[config.mk]
export PLATFORM = sky130hd
export DESIGN_NAME = img_rx_stream_writer
export DESIGN_NICKNAME = d
export VERILOG_FILES = /design/src/rtl/img_rx_stream_writer.sv
export SDC_FILE = /design/constraint.sdc
export NUM_CORES = 1
export LEC_CHECK = 0
export CORE_AREA = 3 3 76 78
export CTS_BUF_LIST = sky130_fd_sc_hd__clkbuf_4 sky130_fd_sc_hd__clkbuf_8
export CTS_CLUSTER_SIZE = 25
export DETAILED_ROUTE_END_ITERATION = 10
export DIE_AREA = 0 0 79 81
export GPL_ROUTABILITY_DRIVEN = 0
export PLACE_DENSITY = 0.81
export SKIP_LAST_GASP = 1
export SLEW_MARGIN = 20
export SYNTH_ARGS = -nofsm -noshare
export SYNTH_HDL_FRONTEND = slang
export SYNTH_SLANG_ARGS = --single-unit
[constraint.sdc]
create_clock -name clk -period 1.8 [get_ports clk]
set_input_delay 0.36 -clock clk [delete_from_list [all_inputs] [get_ports clk]]
set_output_delay 0.36 -clock clk [all_outputs]
set_load 0.03 [all_outputs]
[src/rtl/img_rx_stream_writer.sv]
// Image stream writer: accepts a valid/ready pixel stream and writes each
// beat into the image SRAM at raster addresses. Channels are interleaved on
// the stream and steered to SRAM banks. Scan order is row-major or
// column-major, and a one-cycle done pulse marks the end of a frame.
module img_rx_stream_writer #(
  parameter int DATA_W = 8,
  parameter int ROW_W  = 8,
  parameter int COL_W  = 8,
  parameter int NCH    = 1,
  parameter int CH_W   = (NCH > 1) ? $clog2(NCH) : 1
) (
  input  logic              clk,
  input  logic              rstn,
  input  logic              start,
  input  logic              abort,
  input  logic              col_major,
  input  logic [ROW_W-1:0]  last_row,
  input  logic [COL_W-1:0]  last_col,
  input  logic              s_valid,
  input  logic [DATA_W-1:0] s_data,
  output logic              s_ready,
  output logic              busy,
  output logic              done,
  output logic              sram_sense_en,
  output logic              sram_we,
  output logic [CH_W-1:0]   sram_bank,
  output logic [ROW_W-1:0]  sram_row,
  output logic [COL_W-1:0]  sram_col,
  output logic [DATA_W-1:0] sram_din
);

  typedef enum logic [1:0] {IDLE, RUN, DONE} state_t;

  localparam logic [CH_W-1:0] CH_LAST = CH_W'(NCH - 1);

  state_t             state;
  logic [CH_W-1:0]    ch;
  logic [ROW_W-1:0]   row;
  logic [COL_W-1:0]   col;
  logic [ROW_W-1:0]   cfg_last_row;
  logic [COL_W-1:0]   cfg_last_col;
  logic               cfg_col_major;

  logic accept;
  logic ch_last;
  logic row_last;
  logic col_last;
  logic frame_last;

  // Handshake and write strobe are combinational so the write lands in the
  // same cycle as the accept; abort suppresses ready immediately.
  assign s_ready       = (state == RUN) && !abort;
  assign accept        = s_valid && s_ready;
  assign busy          = (state == RUN);
  assign done          = (state == DONE);
  assign sram_sense_en = 1'b1;
  assign sram_we       = accept;
  assign sram_bank     = ch;
  assign sram_row      = row;
  assign sram_col      = col;
  assign sram_din      = s_data;

  assign ch_last    = (ch == CH_LAST);
  assign row_last   = (row == cfg_last_row);
  assign col_last   = (col == cfg_last_col);
  assign frame_last = ch_last && row_last && col_last;

  // Frame sequencer: latches config at start, walks channel -> inner -> outer
  // indices on each accepted beat, and emits a one-cycle DONE state.
  always_ff @(posedge clk or negedge rstn) begin
    if (!rstn) begin
      state         <= IDLE;
      ch            <= '0;
      row           <= '0;
      col           <= '0;
      cfg_last_row  <= '0;
      cfg_last_col  <= '0;
      cfg_col_major <= 1'b0;
    end else begin
      case (state)
        IDLE: begin
          if (start && !abort) begin
            cfg_last_row  <= last_row;
            cfg_last_col  <= last_col;
            cfg_col_major <= col_major;
            ch            <= '0;
            row           <= '0;
            col           <= '0;
            state         <= RUN;
          end
        end
        RUN: begin
          if (abort) begin
            ch    <= '0;
            row   <= '0;
            col   <= '0;
            state <= IDLE;
          end else if (accept) begin
            if (frame_last) begin
              ch    <= '0;
              row   <= '0;
              col   <= '0;
              state <= DONE;
            end else if (!ch_last) begin
              ch <= ch + CH_W'(1);
            end else begin
              ch <= '0;
              if (cfg_col_major) begin
                // Column-major: rows are the inner index.
                if (row_last) begin
                  row <= '0;
                  col <= col + COL_W'(1);
                end else begin
                  row <= row + ROW_W'(1);
                end
              end else begin
                // Row-major: columns are the inner index.
                if (col_last) begin
                  col <= '0;
                  row <= row + ROW_W'(1);
                end else begin
                  col <= col + COL_W'(1);
                end
              end
            end
          end
        end
        DONE: begin
          state <= IDLE;
        end
        default: begin
          state <= IDLE;
        end
      endcase
    end
  end

endmodule

==> metrics.md <==
| Metric | Value |
|---|---|
| Status | complete, but fails checks |
| Failing checks | setup timing |
| Final count of negative-setup-slack endpoints | 14 |
| Register area share after synthesis | 42.9% |
| Final hold violations | 0 |
| Worst EP arrival | between 2 and 2.5 ns |
| Cts bufs inserted | 5 |
| Yosys reg bits | 35 |
| PwrDens | 1260 nW/um^2 |
| CTS Buffer Depth | 2 |
| Hold WC Path Type | input pin to async pin |
| Synthesized area per cell | 10.7 sq um |
| Final critical-path share of the clock period | 109% |
| Finished Core Util | a little under three fifths |
| Global route overflow | 0 |
| Clock root cell | clkbuf_8 |
| Gate power share | between 50% and 60% |
| Max VDD drop | 478 uV |
| Cell-internal power | between 2 and 2.5 mW |
| H-Tree Depth | 2 |
| Via count | 1726 |
| DRC viols | 0 |
| Number of I/O pins | 60 |
| Top_reg_cell synth | dfrtp_1 |
| # rows | 26 |
| Hold_ws | 0.476 ns |
| Max Clk Rate | 511 MHz |
| Clk sinks | 35 |
| Initial antenna violation count | 0 |
| Design Power | 3.68 mW |
| CTS tree | yes |
| Max-cap violations | 0 |
| Clock transition at path regs | 0.07 ns |
| Setup Skew | 0.00690 ns |
| Synthesized Nets | around 220 |
| DRT antenna net count | 0 |
| Post-synth top area share | 42.9% |
| Sequential Power Share | 33.5% |
| Port Buf Inserts | 41 |
| Area leader, netlist | dfrtp_1 |
| Nets@finish | 293 |
| Critical path class | register to register |
| Final HPWL DP | approximately 3500 um |
| Die X | 79 um |
| Share of post-route cells with drive strength above 1 | 41.6% |
| Total Wirelength | 5020 um |
| Drt via density | 5.20 |
| First-pass GRT wire length | 7830 um |
| R2r startpoint | cfg_last_row[3] |
| Worst Setup Start Kind | register |
| Yosys warns | 0 |
| Max Slew Vio Count | 0 |
| Synth cell types | 43 |
| Number of iterations in the first detailed-routing pass | 4 |
| Initial Util | roughly 40% |
| Post-route minimum period | 1.96 ns |
| Critical Path Sink Type | register |
| Number of global-route vias before repair | 1693 |
| Worst R2R Setup Slack | -0.16 ns |
| Worst R2R End | state[0] |
| Cell Area, Synth | 2040 sq um |
| Per-cell routed wire length | 15.1 um |
| Worst setup margin | -0.157 ns |
| Setup_tns | -1.14 ns |
| Largest net degree at the start of global routing | 36 |
| Clock network fraction of total power | 15.5% |
| Initial DRC count | 73 |
| LEAKAGE | 1.34 nW |
| Critical path fanouts, max | 6 |
| Area grow syn2layout | 42.7% |
| Gr usage total | between 10% and 20% |
| Psw | 1.42 mW |
| Post-synth ARST share | between 90% and 100% |
| Worst path required time | about 2 ns |
| Reg2reg path depth | 6 |
| Synthesized instance count | 191 |
| Post-synth EDFFs | 0 |
| Synth area leaders | dfrtp_1 43%, mux2_2 9.4%, xor2_1 6.4%, buf_4 3.7%, nand3_1 2.2% |
| Switching share of power | 38.6% |
| Die height | 81 um |
| Core Box Area | 5140 sq um |
| RSZ-0062 raised after global routing | yes |
| Inserted Diodes | 0 |
| Clk Latency, worst-skew pair | 0.29 ns |
| Die Area | 6400 sq um |
stage by stage:
step,area [sq um],cells,setup slack [ns]
after global routing,2910,332,-0.220
after floorplan,2080,191,-0.0540
final,2910,332,-0.157
after CTS,2820,329,-0.132
after detailed placement,2700,318,-0.313
after global placement,2700,318,-0.301
kinds of logic after synthesis:
logic type	after synthesis	share of synthesized area [%]
other	2	0.368
buffers and inverters	29	8.82
adder cells (fa/ha/maj)	2	1.23
XOR/XNOR	16	7.23
AO/OA/AOI/OAI	38	14.0
flip-flops	35	42.9
multiplexers	19	10.4
AND/OR/NAND/NOR	50	15.1
layout by cell type, fill, tap and decap left out, drive strengths merged, types with 2 or more instances in the layout:
master and n:
o21ai 8, o31ai 2, a211o 4, dlygate4sd2 17, nand4 2, a32o 2
buf 43, a221oi 5, dfrtp 35, xor2 16, or3 2, conb 2
a21o 2, mux2i 2, inv 10, a22o 2, clkdlybuf4s50 21, ha 2
a211oi 3, a21oi 3, nor2 8, nand2 10, nand4b 2, nor2b 2
clkbuf 7, nand2b 3, and3 2, nand3 9, o22ai 6, nor4 4
mux2 17
power groups by stage:
stage	sequential (mW)	clock [mW]	combinational (mW)
finish	1.23	0.570	1.88
global route	1.27	0.619	2.02
CTS	1.22	0.590	1.74
detailed placement	1.24	0	1.65
global placement	1.22	0	1.61
floorplan	1.27	0	1.05
critical path, stage by stage (launching register included):
cell     delay (ns)
dfrtp_1        0.41
xor2_2         0.20
nor4_4         0.41
a21oi_4        0.15
buf_6          0.15
or3_4          0.36
a21o_1         0.16
Yosys cell counts, types with 3 or more instances:
cell type / n
o22ai_1: 6
dfrtp_1: 35
xor2_1: 15
mux2_2: 17
buf_6: 4
nand2b_1: 3
nand3_1: 9
buf_2: 3
nand2_1: 10
a221oi_1: 5
o21ai_0: 8
inv_1: 10
nor2_1: 8
buf_4: 10
flip-flops by register name, indices dropped and copies added, names as in the netlist:
register / cells
cfg_col_major: 1
cfg_last_col: 8
sram_row: 8
state: 2
sram_col: 8
cfg_last_row: 8
layout make-up:
type / instances / area, sq um
tap: 70 / 87.6
inverter: 10 / 37.5
multi-input combinational: 127 / 1100
fill: 465 / 2230
timing repair buffer: 82 / 707
clock inverter: 1 / 5.00
sequential: 35 / 892
clock buffer: 7 / 83.8
repair_timing:
action,CTS,global route
resized for setup,25,20
pin swaps,2,12
buffers inserted,2,3
hold buffers,0,0
setup endpoints to repair,35,19
gates cloned,1,0
how the worst max path moves through the flow:
stage | startpoint | end | cells after the start | slack [ns]
2_1_floorplan | sram_col[0] | sram_row[4] | 6 | -0.05
6_report | cfg_last_row[3] | state[0] | 6 | -0.16
3_5_place_dp | abort | sram_row[4] | 5 | -0.31
5_1_grt | cfg_last_row[1] | state[0] | 6 | -0.22
3_3_place_gp | abort | sram_row[4] | 5 | -0.30
4_1_cts | cfg_last_row[5] | sram_col[7] | 6 | -0.13
routing by layer:
layer / wire length (um) / track usage (%) / vias up
met5: 0 / 0 / -
met4: 128 / 7.39 / 0
met3: 288 / 3.66 / 15
met2: 2450 / 26.3 / 66
met1: 2150 / 19.4 / 837
li1: - / - / 808
(Power assumes the default switching activity.)
